==> src/rtl/fir_pkg.sv <==
// rtl/fir_pkg.sv - shared state encoding and sizing helper for the FIR tap chain
package fir_pkg;

  // Sequencer states; the numeric values are visible on ov_state.
  typedef enum logic [1:0] {
    ST_IDLE  = 2'd0,
    ST_LOAD  = 2'd1,
    ST_FLUSH = 2'd2,
    ST_RUN   = 2'd3
  } state_e;

  // Width of the shared coefficient index / flush counter.
  function automatic int cnt_width(input int num_taps);
    return (num_taps > 1) ? $clog2(num_taps) : 1;
  endfunction

endpackage

==> src/rtl/fir_coef_regfile.sv <==
// rtl/fir_coef_regfile.sv - write-indexed coefficient register file with flat read bus
//
// Ports:
//   i_clk, i_rst_n  clock, asynchronous active-low clear of all words
//   i_we            write strobe
//   iv_waddr        word index to write
//   iv_wdata        word to write
//   ov_rdata        all words, word k at [k*DATA_WIDTH +: DATA_WIDTH]
module fir_coef_regfile #(
  parameter int DATA_WIDTH = 24,
  parameter int NUM_TAPS   = 8,
  parameter int ADDR_WIDTH = 3
) (
  input  logic                           i_clk,
  input  logic                           i_rst_n,
  input  logic                           i_we,
  input  logic [ADDR_WIDTH-1:0]          iv_waddr,
  input  logic [DATA_WIDTH-1:0]          iv_wdata,
  output logic [NUM_TAPS*DATA_WIDTH-1:0] ov_rdata
);

  logic [DATA_WIDTH-1:0] words_q [NUM_TAPS];

  // Decode by compare so a non-power-of-two NUM_TAPS never indexes past the array.
  always_ff @(posedge i_clk or negedge i_rst_n) begin
    if (!i_rst_n) begin
      for (int k = 0; k < NUM_TAPS; k++) begin
        words_q[k] <= '0;
      end
    end else begin
      for (int k = 0; k < NUM_TAPS; k++) begin
        if (i_we && (iv_waddr == ADDR_WIDTH'(k))) begin
          words_q[k] <= iv_wdata;
        end
      end
    end
  end

  always_comb begin
    ov_rdata = '0;
    for (int k = 0; k < NUM_TAPS; k++) begin
      ov_rdata[k*DATA_WIDTH +: DATA_WIDTH] = words_q[k];
    end
  end

endmodule

==> src/rtl/fir_ctrl.sv <==
// rtl/fir_ctrl.sv - FIR tap chain sequencer: coefficient load, flush, sample streaming
//
// Ports:
//   i_clk, i_rst_n                 clock, asynchronous active-low reset
//   i_load_start                   pulse to begin a coefficient load
//   i_coef_valid/iv_coef/o_coef_ready  coefficient handshake
//   i_in_valid/iv_sample/o_in_ready    sample handshake
//   o_out_valid/i_out_ready/ov_result/o_result_ovf  registered filter output
//   o_tap_en, ov_tap_din, ov_weights   drive to the tap chain
//   iv_chain_sum, iv_prod_ovf, iv_sum_ovf  returns from the tap chain
//   i_clr_status, o_ovf_sticky     sticky overflow status
//   ov_state                       current state (debug)
module fir_ctrl
  import fir_pkg::*;
#(
  parameter int DATA_WIDTH = 24,
  parameter int NUM_TAPS   = 8
) (
  input  logic                           i_clk,
  input  logic                           i_rst_n,
  input  logic                           i_load_start,
  input  logic                           i_coef_valid,
  input  logic [DATA_WIDTH-1:0]          iv_coef,
  output logic                           o_coef_ready,
  input  logic                           i_in_valid,
  input  logic [DATA_WIDTH-1:0]          iv_sample,
  output logic                           o_in_ready,
  output logic                           o_out_valid,
  input  logic                           i_out_ready,
  output logic [DATA_WIDTH-1:0]          ov_result,
  output logic                           o_result_ovf,
  output logic                           o_tap_en,
  output logic [DATA_WIDTH-1:0]          ov_tap_din,
  output logic [NUM_TAPS*DATA_WIDTH-1:0] ov_weights,
  input  logic [DATA_WIDTH-1:0]          iv_chain_sum,
  input  logic [NUM_TAPS-1:0]            iv_prod_ovf,
  input  logic [NUM_TAPS-1:0]            iv_sum_ovf,
  input  logic                           i_clr_status,
  output logic                           o_ovf_sticky,
  output logic [1:0]                     ov_state
);

  localparam int CW = cnt_width(NUM_TAPS);
  localparam logic [CW-1:0] LAST_IDX = CW'(NUM_TAPS - 1);

  state_e                state_q, state_d;
  logic [CW-1:0]         idx_q, idx_d;       // coefficient index in LOAD, flush count in FLUSH
  logic                  coef_we;
  logic                  accept;
  logic                  ovf_now;
  logic                  out_valid_q;
  logic [DATA_WIDTH-1:0] result_q;
  logic                  result_ovf_q;
  logic                  sticky_q;

  fir_coef_regfile #(
    .DATA_WIDTH (DATA_WIDTH),
    .NUM_TAPS   (NUM_TAPS),
    .ADDR_WIDTH (CW)
  ) u_regfile (
    .i_clk    (i_clk),
    .i_rst_n  (i_rst_n),
    .i_we     (coef_we),
    .iv_waddr (idx_q),
    .iv_wdata (iv_coef),
    .ov_rdata (ov_weights)
  );

  always_ff @(posedge i_clk or negedge i_rst_n) begin
    if (!i_rst_n) begin
      state_q <= ST_IDLE;
      idx_q   <= '0;
    end else begin
      state_q <= state_d;
      idx_q   <= idx_d;
    end
  end

  always_comb begin
    state_d      = state_q;
    idx_d        = idx_q;
    o_coef_ready = 1'b0;
    o_in_ready   = 1'b0;
    o_tap_en     = 1'b0;
    ov_tap_din   = '0;
    coef_we      = 1'b0;
    accept       = 1'b0;
    case (state_q)
      ST_IDLE: begin
        if (i_load_start) begin
          state_d = ST_LOAD;
          idx_d   = '0;
        end
      end
      ST_LOAD: begin
        o_coef_ready = 1'b1;
        if (i_coef_valid) begin
          coef_we = 1'b1;
          if (idx_q == LAST_IDX) begin
            state_d = ST_FLUSH;
            idx_d   = '0;
          end else begin
            idx_d = idx_q + CW'(1);
          end
        end
      end
      ST_FLUSH: begin
        // Shift zeros through every tap so stale samples never reach a result.
        o_tap_en = 1'b1;
        if (idx_q == LAST_IDX) begin
          state_d = ST_RUN;
          idx_d   = '0;
        end else begin
          idx_d = idx_q + CW'(1);
        end
      end
      ST_RUN: begin
        o_in_ready = !out_valid_q || i_out_ready;
        accept     = i_in_valid && o_in_ready;
        if (accept) begin
          o_tap_en   = 1'b1;
          ov_tap_din = iv_sample;
        end
        // A sample accepted in the same cycle still completes into the output register.
        if (i_load_start) begin
          state_d = ST_LOAD;
          idx_d   = '0;
        end
      end
      default: begin
        state_d = ST_IDLE;
        idx_d   = '0;
      end
    endcase
  end

  assign ovf_now = |(iv_prod_ovf | iv_sum_ovf);

  // The output register is independent of state so a pending result survives a reload.
  always_ff @(posedge i_clk or negedge i_rst_n) begin
    if (!i_rst_n) begin
      out_valid_q  <= 1'b0;
      result_q     <= '0;
      result_ovf_q <= 1'b0;
    end else if (accept) begin
      out_valid_q  <= 1'b1;
      result_q     <= iv_chain_sum;
      result_ovf_q <= ovf_now;
    end else if (i_out_ready) begin
      out_valid_q  <= 1'b0;
    end
  end

  // Setting takes priority over a same-cycle clear so no overflow is ever lost.
  always_ff @(posedge i_clk or negedge i_rst_n) begin
    if (!i_rst_n) begin
      sticky_q <= 1'b0;
    end else if (accept && ovf_now) begin
      sticky_q <= 1'b1;
    end else if (i_clr_status) begin
      sticky_q <= 1'b0;
    end
  end

  assign o_out_valid  = out_valid_q;
  assign ov_result    = result_q;
  assign o_result_ovf = result_ovf_q;
  assign o_ovf_sticky = sticky_q;
  assign ov_state     = state_q;

endmodule

==> config.mk <==
export PLATFORM = sky130hd
export DESIGN_NAME = fir_ctrl
export DESIGN_NICKNAME = d
export VERILOG_FILES = /design/src/rtl/fir_pkg.sv /design/src/rtl/fir_coef_regfile.sv /design/src/rtl/fir_ctrl.sv
export SDC_FILE = /design/constraint.sdc
export NUM_CORES = 1
export LEC_CHECK = 0
export BUFFER_PORTS_ARGS = -buffer_cell sky130_fd_sc_hd__buf_2
export CORE_MARGIN = 3
export CORE_UTILIZATION = 49
export DETAILED_ROUTE_END_ITERATION = 10
export GPL_ROUTABILITY_DRIVEN = 0
export PLACE_DENSITY = 0.8
export REMOVE_ABC_BUFFERS = 1
export SETUP_SLACK_MARGIN = 0.3
export SLEW_MARGIN = 20
export SYNTH_ARGS = -nofsm -noshare
export SYNTH_HDL_FRONTEND = slang
export SYNTH_HIERARCHICAL = 1
export SYNTH_SLANG_ARGS = --single-unit
==> constraint.sdc <==
create_clock -name i_clk -period 2.4 [get_ports i_clk]
set_input_delay 0.24 -clock i_clk [delete_from_list [all_inputs] [get_ports i_clk]]
set_output_delay 0.24 -clock i_clk [all_outputs]
set_load 0.03 [all_outputs]
== After elaboration in Yosys (flattened, before gate mapping) ==
Cells that the tools add are included.

* Bits in registers: 224
* Bits of input ports: 95
* Output and inout bits: 248
* Logic and storage cells: 72

* Add/sub/neg operators: 1
* Equal/unequal tests: 14
* Muxes and demuxes: 22
* Bitwise gates (word level): 1
* Reduce and logical (&&, ||, !) cells: 20

{| class="wikitable"
|+ Operators by type and width
! operator !! count
|-
| 24-bit 2-to-1 mux || 2
|-
| 3-bit equality test, second input constant || 4
|-
| 1-bit logical AND || 10
|-
| 1-bit 2-to-1 mux || 10
|-
| 3-bit 2-to-1 mux || 3
|-
| 3-bit one-hot mux with 3 select lines || 1
|-
| 2-bit 2-to-1 mux || 4
|-
| 8-bit bitwise OR || 1
|-
| 8-bit OR reduction || 1
|-
| 3-bit by 2-bit equality test with 1-bit output, second input constant || 2
|-
| 2-bit inequality test, second input constant || 3
|-
| 2-bit one-hot mux with 3 select lines || 1
|-
| 2-bit equality test, second input constant || 2
|-
| 4-bit AND reduction || 1
|-
| 2-bit nonzero test || 2
|-
| 3-bit by 1-bit adder with 3-bit output, second input constant || 1
|-
| 3-bit by 1-bit equality test with 1-bit output, second input constant || 1
|-
| 3-bit logical NOT || 1
|-
| 2-bit by 1-bit equality test with 1-bit output, second input constant || 1
|-
| 2-bit logical NOT || 1
|-
| 2-bit by 1-bit inequality test with 1-bit output, second input constant || 1
|-
| 1-bit one-hot mux with 2 select lines || 1
|-
| 2-bit AND reduction || 1
|-
| 2-bit OR reduction || 1
|-
| 2 further kinds || 2
|}

== Logic depth before layout (Yosys ltp) ==
* Depth in word-level cells: 6
* Depth in mapped cells: 8
* Gate-level depth less buffers: 5

== Hierarchy ==
Netlist, hierarchy kept.

{| class="wikitable"
|+ Modules (own cells, without submodules)
! module !! times used !! cells an instance !! area each (µm²) !! sequential area each (µm²)
|-
| fir_coef_regfile || 1 || 415 || 7250.7 || 4804.6
|-
| fir_ctrl || 1 || 122 || 1649.1 || 800.8
|}

== Worst setup path before layout ==
Ideal clock, no wire load.

* Path kind: flip-flop to flip-flop
* Start point: register state_q[1], in the netlist ov_state[1]
* End point: register u_regfile.words_q, in the netlist u_regfile/ov_rdata[27]
* Setup time: 125 ps
* Arrival: 2220 ps
* Required time: 2275 ps
* Setup slack: 55 ps
* Cell stages (with the launch flop): 9
* Buffers on the path: 3
* Period minus slack after synthesis: 2345 ps
* Cells stage by stage: dfrtp_1 > inv_1 > ha_1 > and2_1 > buf_4 > nor4bb_1 > buf_2 > buf_6 > mux2_2

* Word-level cells in the longest chain between the ends: 3

{| class="wikitable"
|+ RTL lines
! item !! RTL line !! text
|-
| from (decl) || fir_ctrl.sv:46 || <nowiki>state_e state_q, state_d;</nowiki>
|-
| from (signal assigned) || fir_ctrl.sv:74 || <nowiki>state_q <= state_d;</nowiki>
|-
| 2-bit by 1-bit equality test with 1-bit output || fir_ctrl.sv:88 || <nowiki>case (state_q)</nowiki>
|-
| 1-bit 2-to-1 mux || fir_ctrl.sv:88 ||
|-
| via coef_we || fir_ctrl.sv:48 || <nowiki>logic coef_we;</nowiki>
|-
| 1-bit logical AND || fir_coef_regfile.sv:32 || <nowiki>if (i_we && (iv_waddr == ADDR_WIDTH'(k))) begin</nowiki>
|-
| to (signal, indexed assignment) || fir_coef_regfile.sv:33 || <nowiki>words_q[k] <= iv_wdata;</nowiki>
|-
| to (decl) || fir_coef_regfile.sv:22 || <nowiki>logic [DATA_WIDTH-1:0] words_q [NUM_TAPS];</nowiki>
|}

The timed path passes the listed nets, and every way through them passes these cells.
A chain may end at the register's enable or synchronous reset.

== Worst setup path after layout ==
* Start point: register state_q[0], in the netlist ov_state[0]
* End point: output ov_tap_din[4]

* Word-level cells in the longest chain between the ends: 2

{| class="wikitable"
|+ RTL lines
! item !! RTL line !! text
|-
| 2-bit equality test || fir_ctrl.sv:88 ||
|-
| 24-bit 2-to-1 mux || fir_ctrl.sv:88 ||
|-
| to (decl) || fir_ctrl.sv:33 || <nowiki>output logic [DATA_WIDTH-1:0] ov_tap_din,</nowiki>
|}

No other way between the ends.

==> impl_results.html <==
<table>
<tr><th>Metric</th><th>Value</th></tr>
<tr><th colspan="2">Setup path</th></tr>
<tr><td>Startpoint type of the worst setup path</td><td>flip-flop</td></tr>
<tr><td>Number of gates on the worst path with buffers counted</td><td>4</td></tr>
<tr><td>Reg2reg start</td><td>ov_state[1]</td></tr>
<tr><td>Worst Path Max Fanout</td><td>11</td></tr>
<tr><td>CP delay by family, top</td><td>flip-flops</td></tr>
<tr><td>Worst Setup SP</td><td>ov_state[0]</td></tr>
<tr><td>Arrival time worst endpoint</td><td>~1.8 ns</td></tr>
<tr><td>End of the critical path</td><td>ov_tap_din[4]</td></tr>
<tr><td>Reg2Reg Capture Point</td><td>u_regfile/ov_rdata[36]</td></tr>
<tr><td>Slowest cell on crit path</td><td>sky130_fd_sc_hd__dfrtp_2</td></tr>
<tr><td>Largest stage delay on the critical path</td><td>approximately 0.45 ns</td></tr>
<tr><td>Crit end category</td><td>output pin</td></tr>
<tr><td>Cell count of the worst reg-to-reg path</td><td>7</td></tr>
<tr><td>Count of buffer and inverter cells on the critical path</td><td>1</td></tr>
<tr><td>Cell-by-cell listing of the critical path</td><td>ha_4, and3_4, and2_1, buf_2</td></tr>
<tr><td>Data required, critical path</td><td>roughly 2.2 ns</td></tr>
<tr><td>CP Class</td><td>reg -&gt; out</td></tr>
<tr><td>Reg2reg setup slack</td><td>about 0.41 ns</td></tr>
<tr><th colspan="2">STA</th></tr>
<tr><td>Final-report max-slew violation count</td><td>0</td></tr>
<tr><td>Worst max-slew margin expressed relative to the limit</td><td>0.589</td></tr>
<tr><td>Worst hold margin</td><td>0.0717 ns</td></tr>
<tr><td>Final hold viol count</td><td>0</td></tr>
<tr><td>Sum of negative setup slack</td><td>0 ns</td></tr>
<tr><td>Setup repair after global routing missed its margin</td><td>true</td></tr>
<tr><td>Endpoints failing setup</td><td>0</td></tr>
<tr><td>Portion of the clock cycle consumed by the worst path in the final layout</td><td>0.860</td></tr>
<tr><td>Worst Max-Slew Pin Slew</td><td>just over 0.6 ns</td></tr>
<tr><td>Post-layout min period</td><td>2.06 ns</td></tr>
<tr><td>Top achievable clock speed</td><td>484 MHz</td></tr>
<tr><td>Setup Skew</td><td>slightly above 0.008 ns</td></tr>
<tr><th colspan="2">Clock tree</th></tr>
<tr><td>Clock sink count</td><td>224</td></tr>
<tr><td>Maximum buffer depth of the clock tree</td><td>3</td></tr>
<tr><td>TritonCTS clock tree</td><td>yes</td></tr>
<tr><td>H-Tree Depth</td><td>1</td></tr>
<tr><td>Clock latency of the later-clocked register in the worst-skew pair</td><td>approximately 0.5 ns</td></tr>
<tr><td>Clock root buffer</td><td>sky130_fd_sc_hd__clkbuf_16</td></tr>
<tr><td>Worst-path clk slew</td><td>roughly 0.060 ns</td></tr>
<tr><td>Number of buffers created by CTS</td><td>24</td></tr>
<tr><th colspan="2">Synth</th></tr>
<tr><td>Cell area after synthesis</td><td>8900 µm²</td></tr>
<tr><td>Largest cells by area after synthesis</td><td>sky130_fd_sc_hd__dfrtp_1, sky130_fd_sc_hd__mux2_2, sky130_fd_sc_hd__mux2_4</td></tr>
<tr><td>FFs w/ async S/R, synth</td><td>1.00</td></tr>
<tr><td>Number of unique standard cell types used by synthesis</td><td>35</td></tr>
<tr><td>Most common flop cell mapped by yosys</td><td>sky130_fd_sc_hd__dfrtp_1</td></tr>
<tr><td>Number of instances in the synthesized netlist</td><td>around 540</td></tr>
<tr><td>Cell type with the largest total area after synthesis</td><td>sky130_fd_sc_hd__dfrtp_1</td></tr>
<tr><td>Mean area per synthesized cell</td><td>16.6 µm²</td></tr>
<tr><td>Most numerous cell in the Yosys netlist</td><td>sky130_fd_sc_hd__dfrtp_1</td></tr>
<tr><td>Most instantiated cells after synthesis</td><td>sky130_fd_sc_hd__dfrtp_1, sky130_fd_sc_hd__mux2_2, sky130_fd_sc_hd__and2_1</td></tr>
<tr><td>Number of enable flip-flop cells after synthesis</td><td>0</td></tr>
<tr><td>Fraction of synthesized cell area taken by the top area cell type</td><td>0.630</td></tr>
<tr><td>Count of state elements after synthesis</td><td>~220</td></tr>
<tr><td>Syn. warnings</td><td>6</td></tr>
<tr><td>Portion of the post-synthesis area used by sequential elements</td><td>0.630</td></tr>
<tr><th colspan="2">Power and ir drop</th></tr>
<tr><td>Power density of the placed cells</td><td>approximately 1600 nW/µm²</td></tr>
<tr><td>Pleak</td><td>around 6.5 nW</td></tr>
<tr><td>Worst supply voltage drop on vdd</td><td>roughly 1200 µV</td></tr>
<tr><th colspan="2">Global route</th></tr>
<tr><td>Largest net degree at the start of global routing</td><td>between 70 and 80</td></tr>
<tr><td>Via count of the first global-routing pass</td><td>6669</td></tr>
<tr><td>Global-route wire length before repair</td><td>between 30000 and 40000 µm</td></tr>
<tr><td>Tot GR Track Use</td><td>0.247</td></tr>
<tr><td>Number of antenna violations at the first check in global routing</td><td>1</td></tr>
<tr><td>Grt ovf</td><td>0</td></tr>
<tr><th colspan="2">Routing</th></tr>
<tr><td>Vias per cell</td><td>5.21</td></tr>
<tr><td>Count of TritonRoute iterations in the first routing pass</td><td>4</td></tr>
<tr><td>Vias</td><td>~6000</td></tr>
<tr><td>Post-DR wirelength/cell</td><td>about 22 µm</td></tr>
<tr><td>Iteration-0 DRC count of the detailed router</td><td>150</td></tr>
<tr><td>Remaining antenna violation count after routing</td><td>0</td></tr>
<tr><td>Final wirelength</td><td>roughly 25000 µm</td></tr>
<tr><td>DRC violation count after routing</td><td>0</td></tr>
<tr><th colspan="2">Placement</th></tr>
<tr><td>Count of placed standard cells including taps</td><td>1098</td></tr>
<tr><td>Detailed Place HPWL</td><td>between 15000 and 20000 µm</td></tr>
<tr><td>PortBufs</td><td>around 340</td></tr>
<tr><th colspan="2">Flow run</th></tr>
<tr><td># Max-Cap Violations</td><td>0</td></tr>
<tr><th colspan="2">Hold path</th></tr>
<tr><td>Hold path depth</td><td>2</td></tr>
<tr><td>Class of the worst hold path</td><td>in -&gt; reg</td></tr>
<tr><th colspan="2">Outcome</th></tr>
<tr><td>Result of the run</td><td>complete, no violations</td></tr>
<tr><th colspan="2">Floorplanning</th></tr>
<tr><td># IOs</td><td>343</td></tr>
<tr><td>Effective utilization at floorplan</td><td>0.507</td></tr>
<tr><td>Chip width</td><td>around 140 µm</td></tr>
<tr><td>Area of the core region</td><td>between 15000 and 20000 µm²</td></tr>
<tr><td>Die outline area</td><td>about 20000 µm²</td></tr>
<tr><td>Height of the die</td><td>141 µm</td></tr>
<tr><td>Row count</td><td>between 40 and 50</td></tr>
<tr><th colspan="2">Finish</th></tr>
<tr><td>Number of standard cells in the layout, taps in and fillers out</td><td>1180</td></tr>
<tr><td>Number of antenna repair diodes</td><td>0</td></tr>
<tr><td>Share of cells above drive strength 1</td><td>0.679</td></tr>
<tr><td>Growth of design area from synthesis to finish</td><td>37.7%</td></tr>
<tr><td>NumNets Final</td><td>1037</td></tr>
</table>
[layout by cell type, fill, tap and decap left out, types with 2 or more instances in the layout]
| cell type | Yosys | layout |
|---|---|---|
| sky130_fd_sc_hd__ha_1 | 5 | 3 |
| sky130_fd_sc_hd__and3_4 | 1 | 3 |
| sky130_fd_sc_hd__buf_12 | 0 | 3 |
| sky130_fd_sc_hd__bufinv_16 | 0 | 7 |
| sky130_fd_sc_hd__nand4b_2 | 3 | 3 |
| sky130_fd_sc_hd__dfrtp_2 | 0 | 2 |
| sky130_fd_sc_hd__nor4bb_4 | 0 | 3 |
| sky130_fd_sc_hd__dlygate4sd3_1 | 0 | 26 |
| sky130_fd_sc_hd__clkbuf_8 | 0 | 3 |
| sky130_fd_sc_hd__buf_4 | 3 | 23 |
| sky130_fd_sc_hd__and2_1 | 26 | 25 |
| sky130_fd_sc_hd__nor4_1 | 4 | 4 |
| sky130_fd_sc_hd__clkinvlp_4 | 0 | 3 |
| sky130_fd_sc_hd__buf_2 | 11 | 341 |
| sky130_fd_sc_hd__clkbuf_1 | 1 | 4 |
| sky130_fd_sc_hd__clkbuf_16 | 0 | 26 |
| sky130_fd_sc_hd__ha_4 | 0 | 2 |
| sky130_fd_sc_hd__nand2b_1 | 2 | 2 |
| sky130_fd_sc_hd__mux2_2 | 192 | 192 |
| sky130_fd_sc_hd__inv_1 | 4 | 3 |
| sky130_fd_sc_hd__buf_6 | 14 | 4 |
| sky130_fd_sc_hd__dfrtp_1 | 224 | 222 |
| sky130_fd_sc_hd__clkinv_2 | 0 | 3 |
| sky130_fd_sc_hd__mux2_4 | 24 | 24 |
[power by group]
part / total [mW] / leakage, nW / internal [mW] / switching, mW
clock network: 4.20 / 0.438 / 2.72 / 1.48
registers: 6.51 / 2.82 / 5.51 / 1.01
logic: 8.99 / 3.20 / 3.25 / 5.74
total: 19.7 / 6.46 / 11.5 / 8.23
[final cells by class]
cell class                      count  area [µm²]
Clock buffer                       31         668
Clock inverter                     13         248
Fill cell                        1218        5280
Inverter                            4        15.0
Multi-Input combinational cell    283        3140
Sequential cell                   224        5610
Tap cell                          225         282
Timing Repair Buffer              400        2290
[state kept, by name, indices dropped and copies added, names as in the netlist]
signal,cells
ov_result,24
o_result_ovf,1
o_out_valid,1
o_ovf_sticky,1
idx_q,3
ov_state,2
u_regfile/ov_rdata,192
[stage by stage]
stage	util	setup slack, ns	cell area [µm²]	power [mW]
floorplan	-	-1.94	8660	12.4
global placement	0.623	0.266	10900	15.1
finish	0.699	0.336	12300	19.7
global route	0.699	0.274	12300	20.6
detailed placement	0.623	0.182	10900	15.3
CTS	0.693	0.266	12200	19.7
[what timing repair did]
action / 4_1_cts / 5_1_grt
setup endpoints to repair: 120 / 111
pin swaps: 2 / 4
cloned: 3 / 4
gates resized for setup: 7 / 13
endpoints found under the hold margin: 91 / 0
setup buffers: 2 / 3
hold buffers: 26 / 0
[worst min path at each step]
stage,from,end
2_1_floorplan,i_rst_n,idx_q[0]
3_3_place_gp,i_rst_n,ov_result[6]
3_5_place_dp,i_rst_n,ov_result[7]
4_1_cts,iv_coef[21],u_regfile/ov_rdata[45]
5_1_grt,iv_coef[21],u_regfile/ov_rdata[21]
6_report,iv_coef[21],u_regfile/ov_rdata[45]
[kinds of logic (layout without fill, tap and decap cells)]
family	Yosys count	in the layout	synth area share
simple gates	48	51	0.0411
flops	224	224	0.630
fa+ha+maj	5	5	0.00703
buf+inv	33	448	0.0285
compound gates	9	9	0.00773
mux	218	218	0.286
[metal layers]
layer	vias up	part of all wire	GRT usage	wire (µm)
met5	-	0.00051	0	13
li1	2722	-	-	-
met4	2	0.032	0.0796	820
met2	223	0.50	0.409	12700
met3	63	0.072	0.0678	1830
met1	3143	0.40	0.318	10100
(Power assumes the default switching activity.)
